**config.mk**
```make
export PLATFORM = sky130hd
export DESIGN_NAME = ram512_bist_flat
export DESIGN_NICKNAME = d
export VERILOG_FILES = /design/src/rtl/ram512_bist_if.sv /design/src/rtl/ram512_bist.sv /design/src/flat_wrapper.sv
export SDC_FILE = /design/constraint.sdc
export NUM_CORES = 1
export LEC_CHECK = 0
export CAP_MARGIN = 40
export CORE_UTILIZATION = 40
export DETAILED_ROUTE_END_ITERATION = 6
export GPL_TIMING_DRIVEN = 0
export PLACE_DENSITY = 0.67
export SYNTH_ARGS = -nofsm -noshare
export SYNTH_HDL_FRONTEND = slang
export SYNTH_SLANG_ARGS = --single-unit
```
**constraint.sdc**
```tcl
create_clock -name clock -period 6.7 [get_ports clock]
set_input_delay 1.005 -clock clock [delete_from_list [all_inputs] [get_ports clock]]
set_output_delay 1.005 -clock clock [all_outputs]
set_load 0.05 [all_outputs]
```
**src/rtl/ram512_bist_if.sv**
```systemverilog
// RAM512 port bundle shared between the BIST engine and the RAM under test.
//   mem_in      : write data (BIST -> RAM)
//   mem_load    : write enable, RAM captures mem_in on the rising clock edge
//   mem_address : word address (BIST -> RAM)
//   mem_out     : read data, combinational for the current mem_address (RAM -> BIST)
// Modports: master = BIST side, slave = RAM side.
interface ram512_bist_if;
    logic [15:0] mem_in;
    logic        mem_load;
    logic [8:0]  mem_address;
    logic [15:0] mem_out;

    modport master (
        output mem_in,
        output mem_load,
        output mem_address,
        input  mem_out
    );

    modport slave (
        input  mem_in,
        input  mem_load,
        input  mem_address,
        output mem_out
    );
endinterface

```
**src/rtl/ram512_bist.sv**
```systemverilog
// March-style BIST for a 512x16 RAM: write pattern, read/compare, write complement,
// read/compare, then report.
//   clock, reset  : rising-edge clock, asynchronous active-high reset
//   start         : run request, honoured only in IDLE or DONE
//   mem           : RAM port bundle (master side)
//   busy          : high during the four test phases
//   done          : high from completion until the next accepted start
//   pass          : done with no mismatches
//   err_count     : read mismatches in the current/last run
//   fail_address  : address of the first mismatch, 0 if none
module ram512_bist #(
    parameter int unsigned DEPTH = 512,
    parameter logic [15:0] SEED  = 16'h000F
) (
    input  logic          clock,
    input  logic          reset,
    input  logic          start,
    ram512_bist_if.master mem,
    output logic          busy,
    output logic          done,
    output logic          pass,
    output logic [10:0]   err_count,
    output logic [8:0]    fail_address
);

    typedef enum logic [2:0] {StIdle, StW0, StR0, StW1, StR1, StDone} state_e;

    localparam logic [8:0] LastAddr = 9'(DEPTH - 1);

    state_e      state_q, state_d;
    logic [8:0]  addr_q, addr_d;
    logic [10:0] err_q, err_d;
    logic [8:0]  fail_q, fail_d;
    logic        mem_load_q, mem_load_d;
    logic [8:0]  mem_address_q, mem_address_d;
    logic [15:0] mem_in_q, mem_in_d;
    logic        busy_q, busy_d;
    logic        done_q, done_d;
    logic        pass_q, pass_d;
    logic        mismatch;

    // Pass 1 uses the bitwise complement so every cell is exercised at both values.
    function automatic logic [15:0] pattern(input state_e st, input logic [8:0] a);
        logic [15:0] p;
        p = {7'b0, a} ^ SEED;
        return (st == StW1 || st == StR1) ? ~p : p;
    endfunction

    always_comb begin
        state_d  = state_q;
        addr_d   = addr_q;
        err_d    = err_q;
        fail_d   = fail_q;
        mismatch = (state_q == StR0 || state_q == StR1) &&
                   (mem.mem_out != pattern(state_q, addr_q));

        case (state_q)
            StIdle, StDone: begin
                if (start) begin
                    state_d = StW0;
                    addr_d  = '0;
                    err_d   = '0;
                    fail_d  = '0;
                end
            end
            StW0, StR0, StW1, StR1: begin
                if (addr_q == LastAddr) begin
                    addr_d = '0;
                    case (state_q)
                        StW0:    state_d = StR0;
                        StR0:    state_d = StW1;
                        StW1:    state_d = StR1;
                        default: state_d = StDone;
                    endcase
                end else begin
                    addr_d = addr_q + 9'd1;
                end
            end
            default: state_d = StIdle;
        endcase

        if (mismatch) begin
            err_d = err_q + 11'd1;
            // err_q is zero only until the first mismatch of the run.
            if (err_q == '0) begin
                fail_d = addr_q;
            end
        end

        // Outputs are registered from the next state so they line up with state_q.
        busy_d        = (state_d == StW0) || (state_d == StR0) ||
                        (state_d == StW1) || (state_d == StR1);
        mem_load_d    = (state_d == StW0) || (state_d == StW1);
        mem_address_d = busy_d ? addr_d : 9'd0;
        mem_in_d      = mem_load_d ? pattern(state_d, addr_d) : 16'd0;
        done_d        = (state_d == StDone);
        pass_d        = done_d && (err_d == '0);
    end

    always_ff @(posedge clock or posedge reset) begin
        if (reset) begin
            state_q       <= StIdle;
            addr_q        <= '0;
            err_q         <= '0;
            fail_q        <= '0;
            mem_load_q    <= 1'b0;
            mem_address_q <= '0;
            mem_in_q      <= '0;
            busy_q        <= 1'b0;
            done_q        <= 1'b0;
            pass_q        <= 1'b0;
        end else begin
            state_q       <= state_d;
            addr_q        <= addr_d;
            err_q         <= err_d;
            fail_q        <= fail_d;
            mem_load_q    <= mem_load_d;
            mem_address_q <= mem_address_d;
            mem_in_q      <= mem_in_d;
            busy_q        <= busy_d;
            done_q        <= done_d;
            pass_q        <= pass_d;
        end
    end

    assign mem.mem_load    = mem_load_q;
    assign mem.mem_address = mem_address_q;
    assign mem.mem_in      = mem_in_q;
    assign busy            = busy_q;
    assign done            = done_q;
    assign pass            = pass_q;
    assign err_count       = err_q;
    assign fail_address    = fail_q;

endmodule
```
**src/flat_wrapper.sv**
```systemverilog
// flat-port wrapper written by rule: the top's interface ports become plain ports
module ram512_bist_flat 
#(
    parameter int unsigned DEPTH = 512,
    parameter logic [15:0] SEED  = 16'h000F
)
  (clock, reset, start, busy, done, pass, err_count, fail_address, mem_mem_in, mem_mem_load, mem_mem_address, mem_mem_out);
  ram512_bist_if mem_i ();
  input  logic clock;
  input  logic reset;
  input  logic start;
  output logic busy;
  output logic done;
  output logic pass;
  output logic [10:0] err_count;
  output logic [8:0] fail_address;
  output wire logic [$bits(mem_i.mem_in)-1:0] mem_mem_in;
  output wire logic [$bits(mem_i.mem_load)-1:0] mem_mem_load;
  output wire logic [$bits(mem_i.mem_address)-1:0] mem_mem_address;
  input wire logic [$bits(mem_i.mem_out)-1:0] mem_mem_out;
  assign mem_mem_in = mem_i.mem_in;
  assign mem_mem_load = mem_i.mem_load;
  assign mem_mem_address = mem_i.mem_address;
  assign mem_i.mem_out = mem_mem_out;
  ram512_bist #(.DEPTH(DEPTH), .SEED(SEED)) u_core (.clock(clock), .reset(reset), .start(start), .mem(mem_i), .busy(busy), .done(done), .pass(pass), .err_count(err_count), .fail_address(fail_address));
endmodule
```
==> summary.md, run 1 <==
| Metric | Value |
|---|---|
| Final net count | `383` |
| Yosys Warn Count | `0` |
| Clock tree sinks | `55` |
| Psw | `528 uW` |
| Hold_sp | `u_core.fail_address[0]` |
| Met3 Wirelength | `247 um` |
| Top layer in use | `met4` |
| Synth top cells by count | `dfrtp_1, nand2_1, nor2_1` |
| Share of layout cells above drive strength 1 | `6.65%` |
| Combinational power share | `43.6%` |
| Largest net degree at the start of global routing | `40` |
| Total Power | `1.30 mW` |
| # Max-Cap Violations | `0` |
| Final hold slack | `0.535 ns` |
| Outcome | `complete, but fails checks` |
| First-pass GRT wire length | `11000 um` |
| Worst r2r src | `u_core.addr_q[3]` |
| Drt wl/cell | `14.7 um` |
| CTS Root Cell | `clkbuf_8` |
| Final core utilization | `56.6%` |
| WS Path Type | `in2reg` |
| Ports | `68` |
| GRT Util Overall | `19.5%` |
| Sw Share | `40.7%` |
| Die Y | `84.9 um` |
| Min Tclk post-route | `3.38 ns` |
| Critical Path RT | `6.88 ns` |
| Crit path launch | `mem_mem_out[9]` |
| Met1 wire length | `3060 um` |
| Cell taking the most area after synthesis | `dfrtp_1` |
| Worst slew pin tran | `0.641 ns` |
| Flop pwr share | `35.8%` |
| Max rail drop VDD | `0.296 mV` |
| CP startpoint kind | `input pin` |
| Final WS setup | `3.32 ns` |
| Final Hold Vio Count | `0` |
| Final WL | `6440 um` |
| Via density | `5.25` |
| Violated checks | `design-rule violations` |
| Largest cells by area after synthesis | `dfrtp_1, xnor2_1, nand2_1` |
| Dpl cell area | `3530 um^2` |
| Worst relative slew slack | `57.3%` |
| CTS Buf Count | `5` |
| Synth-to-Final Area Change | `33.7%` |
| Clk Latency, worst-skew pair | `0.31 ns` |
| Worst-path clk slew | `0.10 ns` |
| Die Wd | `84.9 um` |
| Fin crit share | `50.5%` |
| Post-synth EDFFs | `0` |
| Mapped cell area | `2750 um^2` |
| Remaining DRCs | `4` |
| Post-CTS resize count | `0` |
| Number of synthesized register bits | `55` |
| Synth Instances | `285` |
| Vias | `2300` |
| Clock Power Share | `20.6%` |
| Top-count cell post-synth | `dfrtp_1` |
| Worst r2r path cells | `8` |
| Post-route ant nets | `0` |
| Max FO, Critical Path | `10` |
| TritonCTS clock tree | `done` |
| Fin Setup TNS | `0 ns` |
| Syn Area/Cell | `9.64 um^2` |
| Gpl congestion | `0.811` |
| Die area | `7200 um^2` |
| Initial Util | `42.3%` |
| Setup Viol. Count Final | `0` |
| Vias in the first global route | `2244` |
| Place WS | `3.04 ns` |
| Fmax | `296 MHz` |
| Non-filler cells, final | `438` |
| Register area share after synthesis | `50.1%` |
| H-Tree Depth | `2` |
| Antenna cells | `0` |
| Core Box Area | `6490 um^2` |
| Post-synth ARST share | `100%` |
| Post-CTS Repair Setup Buffers | `0` |
| Syn Nets | `308` |
| First-pass DRT Iterations | `6` |
| Post-synthesis cell type count | `45` |
| Internal power | `771 uW` |
| # rows | `29` |
| IO Port Bufs | `67` |
| Pwr dens | `353 nW/um^2` |
| Final Slew Violations | `0` |
| Initial antenna violation count | `0` |
| Placed Instances | `430` |
| Dpl hpwl | `4820 um` |
| Ys flop type | `dfrtp_1` |
| Worst setup EP type | `flop` |
| Hold Path Depth | `2` |
| Hold WC Path Type | `reg2reg` |
| Leak pwr | `1.63 nW` |
| Cts hold-fix bufs | `0` |
| Clock tree buffer depth | `2` |
| RSZ-0062 raised after global routing | `false` |
| CP arrival | `3.56 ns` |
| Number of DRC markers in iteration 0 | `154` |
| Clock skew | `0.00694 ns` |
| GR Overflow Total | `0` |
| Fin area | `3670 um^2` |
| Yosys top cell area share | `50.1%` |
| Met2 WL | `3070 um` |
==> power by group through the flow <==
stage / logic [mW] / clock network [mW] / registers [mW]
6_report: 0.566 / 0.268 / 0.465
5_1_grt: 0.612 / 0.286 / 0.474
4_1_cts: 0.572 / 0.275 / 0.466
3_5_place_dp: 0.568 / 0 / 0.472
3_3_place_gp: 0.560 / 0 / 0.471
2_1_floorplan: 0.211 / 0 / 0.649
==> final timing paths <==
path,end,slack (ns)
worst max register to register,u_core.pass,3.94
worst min register to register,u_core.fail_address[0],0.54
max in group asynchronous,u_core.state_q[0],5.19
worst min-delay path,u_core.fail_address[0],0.54
worst max-delay path,u_core.pass,3.32
min in group asynchronous,u_core.fail_address[0],0.98
==> cells by family after synthesis <==
| logic type | count (synthesis) | synth area share, % |
|---|---|---|
| mux | 8 | 2.96 |
| compound gates | 46 | 11.0 |
| flops | 55 | 50.1 |
| simple gates | 113 | 19.6 |
| fa+ha+maj | 5 | 2.19 |
| xor+xnor | 28 | 8.93 |
| buf+inv | 30 | 5.19 |
==> layout by cell type (no fill, tap or decap), types with 5 or more instances in the layout <==
master	synthesis	routed
clkbuf_8	0	5
mux2i_1	7	7
nor2_1	30	30
buf_4	7	7
inv_1	11	10
xor2_1	12	12
nand3_1	15	15
clkdlybuf4s50_1	0	67
o21ai_0	16	16
a21o_1	8	8
and2_1	5	5
nand4_1	7	7
nand2_1	30	30
nand2b_1	5	5
clkbuf_1	7	7
xnor2_1	16	16
nor4_1	6	6
dfrtp_1	55	55
==> flip-flops by register name (all words and copies together) (netlist names) <==
signal,flops
u_core.state_q,3
u_core.addr_q,9
u_core.pass,1
u_core.mem.mem_in,10
u_core.fail_address,9
u_core.mem.mem_address,9
u_core.mem.mem_load,1
u_core.done,1
u_core.busy,1
u_core.err_count,11
==> per-layer routing <==
metal / global-route usage [%] / up-vias
li1: - / 1118
met1: 26.9 / 1120
met2: 32.2 / 56
met3: 3.21 / 6
met4: 5.24 / 0
met5: 0 / -
==> final cells by class <==
cell class	count	area, um^2
buffer	19	101
clock buffer	5	68.8
clock inverter	3	71.3
fill	578	2820
inverter	11	41.3
multi-input combinational	200	1230
sequential	55	1380
tap	77	96.3
timing repair buffer	68	691
==> worst max-delay path: stages <==
cell             delay, ns
clkdlybuf4s50_1       0.43
nor4_1                0.30
nand4_1               0.16
o31a_1                0.40
o21ai_2               0.42
nor2_1                0.18
a2111oi_0             0.54
nor4_1                0.13
No activity file was read; power rests on OpenSTA's default activity.
==> inputs of run 2 (changes only) <==
--- a/config.mk
+++ b/config.mk
@@ -9,7 +9,7 @@
 export CORE_UTILIZATION = 40
 export DETAILED_ROUTE_END_ITERATION = 6
 export GPL_TIMING_DRIVEN = 0
-export PLACE_DENSITY = 0.67
+export PLACE_DENSITY = 0.7
 export SYNTH_ARGS = -nofsm -noshare
 export SYNTH_HDL_FRONTEND = slang
 export SYNTH_SLANG_ARGS = --single-unit
==> constraint.sdc (replaced) <==
create_clock -name clock -period 2.9 [get_ports clock]
set_input_delay 0.435 -clock clock [delete_from_list [all_inputs] [get_ports clock]]
set_output_delay 0.435 -clock clock [all_outputs]
set_load 0.05 [all_outputs]
==> summary.md, run 2 (same netlist as run 1, synthesis figures left out) <==
| Metric | Value |
|---|---|
| Fin crit share | `91.4%` |
| Antenna cells | `0` |
| Total Power | `2.82 mW` |
| Die area | `7200 um^2` |
| # rows | `29` |
| Cell mode on critical path | `nor4_2` |
| Dpl hpwl | `4710 um` |
| Hold WC Path Type | `in2async` |
| Leak pwr | `1.61 nW` |
| Pwr dens | `772 nW/um^2` |
| Worst-path clk slew | `0.11 ns` |
| Clk Latency, worst-skew pair | `0.32 ns` |
| Worst r2r src | `u_core.addr_q[2]` |
| Min Tclk post-route | `2.65 ns` |
| Ports | `68` |
| Crit path cell chain | `clkdlybuf4s50_1 > nor4_2 > nand4_1 > o31a_1 > o21ai_4 > nor2_1 > a2111oi_0 > nor4_2` |
| Vias | `2299` |
| Cts hold-fix bufs | `0` |
| Commonest non-fill, non-tap cell in the layout | `clkdlybuf4s50_1` |
| Final Slew Violations | `0` |
| Critical Path RT | `3.08 ns` |
| Max rail drop VDD | `0.709 mV` |
| Number of DRC markers in iteration 0 | `171` |
| Clock tree sinks | `55` |
| Slowest Stage Delay on Critical Path | `0.51 ns` |
| First-pass DRT Iterations | `6` |
| Final hold slack | `0.514 ns` |
| Violated checks | `design-rule violations` |
| Largest net degree at the start of global routing | `31` |
| H-Tree Depth | `2` |
| TritonCTS clock tree | `done` |
| Share of layout cells above drive strength 1 | `8.03%` |
| First-pass GRT wire length | `10800 um` |
| Final WL | `6410 um` |
| CP arrival | `2.84 ns` |
| Initial Util | `42.3%` |
| RR Endpoint | `u_core.pass` |
| Vias in the first global route | `2248` |
| Core Box Area | `6490 um^2` |
| Post-route ant nets | `0` |
| RSZ-0062 raised after global routing | `false` |
| Worst r2r path cells | `8` |
| Die Y | `84.9 um` |
| Multi-input gate area | `1250 um^2` |
| GRT Util Overall | `18.8%` |
| GR Overflow Total | `0` |
| Setup Viol. Count Final | `0` |
| Sequential cell area | `1380 um^2` |
| Synth-to-Final Area Change | `33.2%` |
| CP startpoint kind | `input pin` |
| IO Port Bufs | `67` |
| Die Wd | `84.9 um` |
| Fmax | `377 MHz` |
| Fin Setup TNS | `0 ns` |
| Gpl congestion | `0.846` |
| Crit path launch | `mem_mem_out[9]` |
| Remaining DRCs | `1` |
| Fillcell total | `584` |
| Outcome | `complete, but fails checks` |
| Drt wl/cell | `14.6 um` |
| Worst slew pin tran | `0.673 ns` |
| Post-CTS Repair Setup Buffers | `0` |
| WS Path Type | `in2reg` |
| Setup slack, reg-to-reg | `0.28 ns` |
| Worst relative slew slack | `54.9%` |
| Final core utilization | `56.3%` |
| # Max-Cap Violations | `0` |
| Commonest non-fill, non-tap cells in the layout | `clkdlybuf4s50_1, dfrtp_1, nor2_1, nand2_1` |
| Via density | `5.25` |
| Max FO, Critical Path | `10` |
| Max reg flops | `11` |
| Clock tree buffer depth | `2` |
| Worst setup EP type | `flop` |
| CTS Buf Count | `5` |
| Highest-delay cell along the critical path | `a2111oi_0` |
| Final Hold Vio Count | `0` |
| Initial antenna violation count | `0` |
| Clock skew | `0.00989 ns` |
| Final net count | `383` |
| CTS Root Cell | `clkbuf_8` |
==> run 2: cell count changes in the layout (fill, tap and decap cells not counted), sizes merged <==
cell / previous run / this run
bufinv: 2 / 0
clkinv: 0 / 1
clkinvlp: 0 / 1
==> run 2: area by class of cell <==
class	instances	area share [%]
clock buffers	5	1.88
inverters	11	1.13
plain buffers	19	2.77
well taps	77	2.63
multi-input cells	200	34.3
repair buffers	68	18.9
flip-flops and latches	55	37.7
clock inverters	3	0.752
==> run 2: worst max path at each step <==
stage | to | cells after the start
finish | u_core.pass | 8
global route | u_core.fail_address[4] | 9
CTS | u_core.pass | 8
detailed placement | u_core.pass | 8
global placement | u_core.pass | 8
floorplan | u_core.pass | 7
==> run 2: metrics by stage <==
step           cell area (um^2)  setup WS [ns]  cells
2_1_floorplan              2750          0.690    285
3_3_place_gp               3510         -0.136    429
3_5_place_dp               3530         -0.186    430
4_1_cts                    3630          0.134    438
5_1_grt                    3660         0.0203    438
6_report                   3660          0.248    438
==> run 2: where the power goes <==
| part | internal (mW) | switching (mW) | total (mW) |
|---|---|---|---|
| Sequential | 0.951 | 0.117 | 1.07 |
| Combinational | 0.481 | 0.827 | 1.31 |
| Clock | 0.178 | 0.271 | 0.449 |
==> run 2: worst max-delay path: cells and delay by family <==
family	cells	cell delay, ns
AOI/OAI and AO/OA	3	1.26
buffers and inverters	1	0.46
and+or+nand+nor	4	0.68
==> run 2: repair_timing <==
action / 4_1_cts / 5_1_grt
setup endpoints to repair: 0 / 9
gates resized for setup: 0 / 6
endpoints found under the hold margin: 0 / 0
==> run 2: routing by layer <==
layer	GRT usage, %	wire (um)	vias up
met5	0	0	-
met2	30.8	3080	60
met4	5.86	78	0
met3	3.40	278	9
met1	25.7	2980	1111
li1	-	-	1119
==> inputs of run 3 (changes only) <==
--- a/config.mk
+++ b/config.mk
@@ -6,10 +6,11 @@
 export NUM_CORES = 1
 export LEC_CHECK = 0
 export CAP_MARGIN = 40
+export CORE_ASPECT_RATIO = 1.4
 export CORE_UTILIZATION = 40
 export DETAILED_ROUTE_END_ITERATION = 6
+export DONT_BUFFER_PORTS = 1
 export GPL_TIMING_DRIVEN = 0
-export PLACE_DENSITY = 0.7
 export SYNTH_ARGS = -nofsm -noshare
 export SYNTH_HDL_FRONTEND = slang
 export SYNTH_SLANG_ARGS = --single-unit
==> summary.md, run 3 (same netlist as run 1, synthesis figures left out) <==
| Metric | Value |
|---|---|
| Remaining DRCs | `0` |
| Internal power | `1.38 mW` |
| Commonest non-fill, non-tap cell in the layout | `dfrtp_1` |
| Post-CTS Repair Setup Buffers | `0` |
| CP arrival | `2.84 ns` |
| Hold WC Path Type | `in2async` |
| WS Path Type | `reg2reg` |
| Cts hold-fix bufs | `0` |
| Fillcell total | `646` |
| Place WS | `0.139 ns` |
| Die Y | `100 um` |
| Fin Setup TNS | `0 ns` |
| Worst slew pin tran | `0.690 ns` |
| Initial Util | `41.6%` |
| Dpl cell area | `2880 um^2` |
| CP startpoint kind | `flop` |
| Worst-path clk slew | `0.11 ns` |
| Critical Path RT | `3.08 ns` |
| Sum of buffers and inverters on the critical path | `1` |
| Worst relative slew slack | `54.0%` |
| Setup Viol. Count Final | `0` |
| Largest net degree at the start of global routing | `35` |
| Fin area | `2990 um^2` |
| Antenna cells | `0` |
| Post-route ant nets | `0` |
| Clock Power Share | `17.0%` |
| Final Hold Vio Count | `0` |
| Dpl hpwl | `4660 um` |
| Via density | `5.20` |
| Crit path cell chain | `buf_2 > xor2_1 > nor4_1 > a31oi_1 > o21ai_4 > nor2_1 > a2111oi_1 > nor4_2` |
| Vias | `2008` |
| Die Wd | `72.0 um` |
| Drt wl/cell | `16.2 um` |
| Final WL | `6250 um` |
| TritonCTS clock tree | `done` |
| Max FO, Critical Path | `10` |
| Final net count | `316` |
| CTS Root Cell | `clkbuf_8` |
| GRT Util Overall | `18.7%` |
| Clk Latency, worst-skew pair | `0.31 ns` |
| First-pass GRT wire length | `10400 um` |
| Final WS setup | `0.242 ns` |
| IO Port Bufs | `0` |
| Final Slew Violations | `0` |
| Max reg flops | `11` |
| Fin crit share | `91.7%` |
| Core Box Area | `6610 um^2` |
| Psw | `1.17 mW` |
| Combinational power share | `23.1%` |
| GR Overflow Total | `0` |
| CP delay by family, top | `compound AO/OA/AOI/OAI gates` |
| # rows | `35` |
| # Max-Cap Violations | `0` |
| Sequential cell area | `1380 um^2` |
| Share of layout cells above drive strength 1 | `9.18%` |
| Gpl congestion | `0.831` |
| CTS Buf Count | `5` |
| Highest-delay cell along the critical path | `a2111oi_1` |
| Clock skew | `0.0103 ns` |
| Vias in the first global route | `2122` |
| Fmax | `376 MHz` |
| Flop pwr share | `59.8%` |
| Sw Share | `45.9%` |
| Number of DRC markers in iteration 0 | `101` |
| Slowest Stage Delay on Critical Path | `0.55 ns` |
| Pwr dens | `851 nW/um^2` |
| Clock tree sinks | `55` |
| Worst setup EP type | `flop` |
| Max rail drop VDD | `0.561 mV` |
| Ports | `68` |
| Min Tclk post-route | `2.66 ns` |
| Commonest non-fill, non-tap cells in the layout | `dfrtp_1, nor2_1, nand2_1` |
| RSZ-0062 raised after global routing | `false` |
| Outcome | `complete, no violations` |
| Leak pwr | `1.36 nW` |
| H-Tree Depth | `2` |
| Final hold slack | `0.0412 ns` |
| Synth-to-Final Area Change | `8.93%` |
| Clock tree buffer depth | `2` |
| Initial antenna violation count | `0` |
| Multi-input gate area | `1250 um^2` |
| First-pass DRT Iterations | `4` |
| Die area | `7210 um^2` |
run 3: worst paths after layout:
| kind | endpoint | slack, ns | cells after the start | startpoint |
|---|---|---|---|---|
| max reg2reg | u_core.pass | 0.24 | 8 | u_core.addr_q[2] |
| min | u_core.addr_q[7] | 0.04 | 1 | reset |
| max in group asynchronous | u_core.addr_q[0] | 2.29 | 2 | reset |
| min in group clock | u_core.err_count[7] | 0.46 | 3 | start |
| max | u_core.pass | 0.24 | 8 | u_core.addr_q[2] |
| min reg2reg | u_core.mem.mem_address[0] | 0.56 | 1 | u_core.addr_q[0] |
run 3: power groups by stage:
stage	Clock [mW]	Combinational, mW	Sequential, mW
5_1_grt	0.487	0.675	1.54
2_1_floorplan	0	0.487	1.50
3_5_place_dp	0	0.588	1.54
3_3_place_gp	0	0.581	1.54
4_1_cts	0.453	0.594	1.53
6_report	0.434	0.590	1.52
run 3: area by class of cell:
type	instances	area share [%]
clock inverters	3	0.753
repair buffers	1	0.669
clock buffers	5	2.30
plain buffers	19	3.39
flip-flops and latches	55	46.0
inverters	11	1.38
well taps	92	3.85
multi-input cells	200	41.6
run 3: layer usage:
layer  vias to the layer above  routed length, um  global-route usage (%)
li1                        985                  -                       -
met1                       972               2580                    22.1
met2                        49               3240                    32.5
met3                         2                389                    5.72
met4                         0                 41                    5.13
met5                         -                  0                       0
run 3: stage by stage:
| step | std cells | total power, mW | utilization [%] |
|---|---|---|---|
| 5_1_grt | 386 | 2.71 | 45.3 |
| 2_1_floorplan | 285 | 1.99 | - |
| 4_1_cts | 386 | 2.57 | 45.0 |
| 3_3_place_gp | 377 | 2.12 | 43.3 |
| 6_report | 386 | 2.55 | 45.3 |
| 3_5_place_dp | 378 | 2.13 | 43.6 |
run 3: timing repair:
| action | CTS | global route |
|---|---|---|
| endpoints found under the hold margin | 0 | 0 |
| setup endpoints to repair | 0 | 1 |
| gates resized for setup | 0 | 5 |
run 3: worst reg2reg max path, delay by kind of cell, from the launching register on:
family,cells,cell delay (ns)
compound gates,3,1.18
simple gates,3,0.62
flops,1,0.37
xor+xnor,1,0.18
buf+inv,1,0.17
